--- src/rtl/aes_pkg.sv ---
// -----------------------------------------------------------------------------
// aes_pkg
// Shared constants and types for the AES output serializer slice.
//   AES_BLOCK_W  : width of one AES state block in bits
//   AES_BYTE_W   : width of one serial output byte
//   AES_NBYTES   : bytes per AES-128 block
//   ser_state_t  : serializer FSM state (IDLE / SHIFT)
// -----------------------------------------------------------------------------
package aes_pkg;

    localparam int AES_BLOCK_W = 128;
    localparam int AES_BYTE_W  = 8;
    localparam int AES_NBYTES  = 16;

    typedef enum logic {
        IDLE  = 1'b0,
        SHIFT = 1'b1
    } ser_state_t;

endpackage : aes_pkg

--- src/rtl/aes_ser_skid.sv ---
// -----------------------------------------------------------------------------
// aes_ser_skid
// One-entry holding register for a block accepted while the serializer is
// still shifting out the previous one. Only instantiated when the
// AES_SER_SKID_EN macro is defined.
// Ports:
//   Clk     : clock, rising edge
//   Rst     : synchronous active-high reset, empties the buffer
//   i_push  : store i_data (only asserted while empty)
//   i_data  : block to store
//   i_pop   : release the stored block (consumer copies o_data this edge)
//   o_full  : buffer holds a block
//   o_data  : stored block
// -----------------------------------------------------------------------------
module aes_ser_skid
    import aes_pkg::*;
(
    input  logic                   Clk,
    input  logic                   Rst,
    input  logic                   i_push,
    input  logic [AES_BLOCK_W-1:0] i_data,
    input  logic                   i_pop,
    output logic                   o_full,
    output logic [AES_BLOCK_W-1:0] o_data
);

    logic                   r_full;
    logic [AES_BLOCK_W-1:0] r_data;

    always_ff @(posedge Clk) begin
        if (Rst) begin
            r_full <= 1'b0;
            r_data <= '0;
        end else if (i_push) begin
            r_full <= 1'b1;
            r_data <= i_data;
        end else if (i_pop) begin
            r_full <= 1'b0;
        end
    end

    assign o_full = r_full;
    assign o_data = r_data;

endmodule : aes_ser_skid

--- src/rtl/aes_out_serializer.sv ---
// -----------------------------------------------------------------------------
// aes_out_serializer
// Converts a 128-bit AES state block into a stream of bytes, most significant
// byte first, with valid/ready handshakes on both sides.
// Ports:
//   Clk       : clock, rising edge
//   Rst       : synchronous active-high reset
//   In_Block  : 128-bit cipher state from the AES core
//   In_Valid  : In_Block valid
//   In_Ready  : block can be accepted this cycle
//   Out_Byte  : current serial byte
//   Out_Valid : Out_Byte valid
//   Out_Ready : downstream accepts Out_Byte
//   Out_Last  : Out_Byte is the final byte of the block
// Build option:
//   AES_SER_SKID_EN : adds a one-entry skid buffer so a following block can be
//                     accepted during SHIFT and streamed without a bubble.
// -----------------------------------------------------------------------------
module aes_out_serializer
    import aes_pkg::*;
#(
    parameter int NBYTES = AES_NBYTES
)
(
    input  logic                   Clk,
    input  logic                   Rst,
    input  logic [AES_BLOCK_W-1:0] In_Block,
    input  logic                   In_Valid,
    output logic                   In_Ready,
    output logic [AES_BYTE_W-1:0]  Out_Byte,
    output logic                   Out_Valid,
    input  logic                   Out_Ready,
    output logic                   Out_Last
);

    localparam int CNT_W = (NBYTES > 1) ? $clog2(NBYTES) : 1;
    localparam logic [CNT_W-1:0] LAST_CNT = CNT_W'(NBYTES - 1);

    ser_state_t             r_state;
    logic [AES_BLOCK_W-1:0] r_shift;
    logic [CNT_W-1:0]       r_cnt;

    logic                   w_in_acc;
    logic                   w_out_xfer;
    logic                   w_last_xfer;
    // A block ready to follow the current one on its last-byte transfer.
    logic                   w_pend_valid;
    logic [AES_BLOCK_W-1:0] w_pend_block;

    assign Out_Valid   = (r_state == SHIFT);
    assign Out_Byte    = r_shift[AES_BLOCK_W-1 -: AES_BYTE_W];
    assign Out_Last    = Out_Valid && (r_cnt == LAST_CNT);

    assign w_in_acc    = In_Valid && In_Ready;
    assign w_out_xfer  = Out_Valid && Out_Ready;
    assign w_last_xfer = w_out_xfer && (r_cnt == LAST_CNT);

`ifdef AES_SER_SKID_EN
    logic                   w_skid_full;
    logic [AES_BLOCK_W-1:0] w_skid_data;
    logic                   w_skid_push;
    logic                   w_skid_pop;

    // A block arriving on the same edge as the last-byte transfer (skid empty)
    // goes straight into the shift register, so only park it otherwise.
    assign w_skid_push = w_in_acc && (r_state == SHIFT) && !w_last_xfer;
    assign w_skid_pop  = w_last_xfer && w_skid_full;

    aes_ser_skid u_skid (
        .Clk    (Clk),
        .Rst    (Rst),
        .i_push (w_skid_push),
        .i_data (In_Block),
        .i_pop  (w_skid_pop),
        .o_full (w_skid_full),
        .o_data (w_skid_data)
    );

    assign In_Ready     = !w_skid_full;
    // Skid full implies no accept this cycle, so the two sources never collide.
    assign w_pend_valid = w_skid_full || (w_in_acc && (r_state == SHIFT));
    assign w_pend_block = w_skid_full ? w_skid_data : In_Block;
`else
    assign In_Ready     = (r_state == IDLE);
    assign w_pend_valid = 1'b0;
    assign w_pend_block = '0;
`endif

    always_ff @(posedge Clk) begin
        if (Rst) begin
            r_state <= IDLE;
            r_shift <= '0;
            r_cnt   <= '0;
        end else begin
            case (r_state)
                IDLE: begin
                    if (w_in_acc) begin
                        r_state <= SHIFT;
                        r_shift <= In_Block;
                        r_cnt   <= '0;
                    end
                end
                SHIFT: begin
                    if (w_last_xfer) begin
                        r_cnt <= '0;
                        if (w_pend_valid) begin
                            r_shift <= w_pend_block;
                        end else begin
                            r_state <= IDLE;
                            // Shifting the final byte out leaves zeros, so
                            // Out_Byte reads 00 while idle.
                            r_shift <= r_shift << AES_BYTE_W;
                        end
                    end else if (w_out_xfer) begin
                        r_shift <= r_shift << AES_BYTE_W;
                        r_cnt   <= r_cnt + 1'b1;
                    end
                end
                default: begin
                    r_state <= IDLE;
                end
            endcase
        end
    end

endmodule : aes_out_serializer

--- config.mk ---
export PLATFORM = sky130hd
export DESIGN_NAME = aes_out_serializer
export DESIGN_NICKNAME = d
export VERILOG_FILES = /design/src/rtl/aes_pkg.sv /design/src/rtl/aes_ser_skid.sv /design/src/rtl/aes_out_serializer.sv
export SDC_FILE = /design/constraint.sdc
export NUM_CORES = 1
export LEC_CHECK = 0
export BUFFER_PORTS_ARGS = -buffer_cell sky130_fd_sc_hd__buf_2
export CAP_MARGIN = 20
export CORE_MARGIN = 1.5
export CORE_UTILIZATION = 30
export CTS_BUF_LIST = sky130_fd_sc_hd__clkbuf_8
export CTS_CLUSTER_SIZE = 16
export DETAILED_ROUTE_END_ITERATION = 8
export PLACE_DENSITY_LB_ADDON = 0.25
export SLEW_MARGIN = 20
export SYNTH_ARGS = -nofsm -noshare
export SYNTH_HDL_FRONTEND = slang
export SYNTH_SLANG_ARGS = --single-unit
--- constraint.sdc ---
create_clock -name Clk -period 2.65 [get_ports Clk]
set_input_delay 0.1325 -clock Clk [delete_from_list [all_inputs] [get_ports Clk]]
set_output_delay 0.1325 -clock Clk [all_outputs]
set_load 0.005 [all_outputs]
==> qor.txt <==
Status -> finished clean
Worst setup path end -> r_shift[19]$_SDFFE_PP0P_
First-pass GRT wire length -> 24100 um
Syn-to-layout area delta -> 20.1%
Row Count -> 53
Worst Skew -> 0.0126 ns
Setup crit start -> Out_Valid$_SDFF_PP0_
Fin. Hold Viols -> 0
Clk_lat worst skew -> 0.44 ns
Post-route minimum period -> 2.03 ns
Nets -> 845
Post-synthesis sequential area ratio -> 0.411
Largest stage delay on the critical path -> 0.66 ns
H-tree depth -> 4
Fin Setup TNS -> 0 ns
Met1 Usage GRT -> 0.173
CP max FO -> 89
Initial antenna violation count -> 1
Hold Path Class -> in -> reg
Fraction of the mapped netlist area in simple logic gates -> 0.0838
Share of Yosys cell area claimed by the top area cell type -> 0.411
Post-CTS Setup Bufs -> 0
Post-Synth Adder-Cell Area -> 0.00193
Total nets after synthesis -> 733
Die X -> 150 um
Max-slew headroom -> 0.524
CP arrival -> 2.40 ns
# resized after CTS -> 0
Critical Path RT -> 3.02 ns
FF-to-FF End -> r_shift[19]$_SDFFE_PP0P_
Top Ports -> 143
Total core area -> 21100 um2
DRT Pass-1 Iters -> 4
CP max-delay cell -> mux2_8
Distinct cells, synth -> 24
Die area -> 22500 um2
Vias -> 4597
Num CTS Buffers -> 17
Post-Syn Instances -> 600
Power density over the cells -> 651 nW/um2
Worst-Margin Slew -> 0.713 ns
Via/cell ratio -> 4.60
Ranking of synthesized cells by area -> dfxtp_1 (41%), a211oi_2 (23%), mux2i_1 (19%), nor2_1 (7.6%), buf_6 (2.4%)
Critical setup path kind -> reg -> reg
Cts-stage hold buffer count -> 9
Synth Area in Compound Gates -> 0.249
Max-cap violations -> 0
Seq cells post-synth -> 133
DP HPWL -> 9930 um
DR DRC count -> 0
RSZ-0062 raised after global routing -> false
GRT Util Overall -> 0.137
R2R depth -> 4
Met3 usage -> 0.0473
Setup-failing EPs final -> 0
Design area -> 7780 um2
Slew Viols, Final -> 0
Gr ovfl total -> 0
Largest family of logic cells by synthesized area -> compound AO/OA/AOI/OAI gates
GPL Wtd Cong -> 0.699
Worst reg2reg path startpoint -> Out_Valid$_SDFF_PP0_
Total leakage power -> 0.00312 uW
Mux contribution to synthesized area -> 0.189
Crit share post-route -> 0.765
Syn Area/Cell -> 10.8 um2
Setup ws final -> 0.622 ns
Iteration-0 DRC Markers -> 195
Clk Tree Root Cell -> clkbuf_8
CTS sink cnt -> 133
Avg WL per Cell -> 15.1 um
CTS max path bufs -> 2
Synthesis warning total -> 0
Synth area leader -> dfxtp_1
Fmax -> 0.493 GHz
Peak supply drop -> 0.290 mV
Met2 global-route usage -> 0.219
Antenna viol nets, final -> 0
Most Crowded Layer GR -> met2
Crit end category -> flip-flop
Drt total wl -> 15100 um
Vias in the first global route -> 4725
Initial core utilization -> 0.307
R2r setup slk -> 0.62 ns
CTS tree -> built
Setup slack at placement -> 0.581 ns
Placed inst area -> 7260 um2
Clk pin slew, worst setup/hold paths -> 0.09 ns
Die height -> 150 um
Crit-path cells -> mux2_8 > buf_4 > nor2_1 > a211oi_2
Layout cells sized above 1 -> 0.417
Antenna cells -> 0
Post-Synth XOR/XNOR Area -> 0
Startpoint types -> flip-flop
Largest net degree at the start of global routing -> 90
Post-Syn Area -> 6480 um2
Port bufs -> 142
==> per-layer routing <==
metal / vias to the layer above / part of all wire
met5: - / 0.00046
met4: 2 / 0.011
met3: 13 / 0.059
met2: 83 / 0.47
met1: 2111 / 0.46
li1: 2388 / -
==> worst min-delay path by stage <==
stage	depth (start not counted)	start	slack [ns]	to
4_1_cts	3	In_Block[121]	0.02	r_shift[121]$_SDFFE_PP0P_
2_1_floorplan	2	In_Valid	0.26	Out_Valid$_SDFF_PP0_
6_report	3	In_Block[111]	0.06	r_shift[111]$_SDFFE_PP0P_
3_5_place_dp	3	In_Block[0]	0.39	r_shift[0]$_SDFFE_PP0P_
3_3_place_gp	3	In_Block[0]	0.38	r_shift[0]$_SDFFE_PP0P_
5_1_grt	3	In_Block[19]	0.01	r_shift[19]$_SDFFE_PP0P_
==> cell type report <==
type	instances	area [um2]
tap	275	344
clock buffer	18	248
multi-input combinational	400	3400
timing repair buffer	159	930
fill	2151	13300
inverter	1	3.75
clock inverter	14	188
sequential	133	2670
==> flip-flops by register name (all words and copies together) (netlist names) <==
signal     count
r_shift      128
Out_Valid      1
r_cnt          4
==> power breakdown <==
| group | total, uW | leakage (uW) | switching, uW | internal [uW] |
|---|---|---|---|---|
| logic | 891 | 0.00179 | 484 | 407 |
| registers | 2290 | 0.00110 | 108 | 2180 |
| clock network | 1890 | 0.000227 | 840 | 1050 |
| total | 5070 | 0.00312 | 1430 | 3630 |
==> per-stage QoR <==
stage               total power (uW)   util  hold slack [ns]  instances
detailed placement              3230  0.344            0.389        959
finish                          5070  0.369           0.0553       1000
floorplan                       3020      -            0.262        600
global route                    5350  0.369           0.0117       1000
CTS                             5160  0.369           0.0168       1000
global placement                3220  0.344            0.383        959
==> kinds of logic (layout without fill, tap and decap cells) <==
kind of cell	Yosys count	in the layout
fa+ha+maj	1	1
buf+inv	67	192
mux	122	122
flops	133	133
compound gates	136	136
simple gates	141	141
==> cells in the final DEF, fill, tap and decap left out, types with 5 or more instances in the layout <==
master and instances:
a211oi_2 120, a22oi_1 8, buf_12 5, buf_2 141
clkbuf_8 18, clkinv_4 5, dfxtp_1 132, dlygate4sd3_1 9
mux2i_1 121, nor2_1 132
==> worst max-delay path, delay by kind of cell (launching register included) <==
family,cells,cell delay [ns]
muxes,1,0.66
DFF,1,0.51
buffers and inverters,1,0.47
AOI/OAI and AO/OA,1,0.19
and+or+nand+nor,1,0.10
==> Yosys cell counts <==
| library cell | n |
|---|---|
| dfxtp_1 | 133 |
| nor2_1 | 132 |
| mux2i_1 | 121 |
| a211oi_2 | 120 |
| buf_2 | 23 |
| clkbuf_1 | 18 |
| buf_6 | 14 |
| buf_4 | 11 |
| a22oi_1 | 8 |
| nand2_1 | 3 |
| a21oi_1 | 2 |
| nand3_1 | 2 |
| o21ai_0 | 2 |
| a211oi_1 | 1 |
| a31oi_1 | 1 |
| a32oi_1 | 1 |
| ha_1 | 1 |
| inv_1 | 1 |
| mux2_4 | 1 |
| nor2b_1 | 1 |
| nor3_1 | 1 |
| o21bai_1 | 1 |
| or3_1 | 1 |
| or3b_2 | 1 |
(Power assumes the default switching activity.)
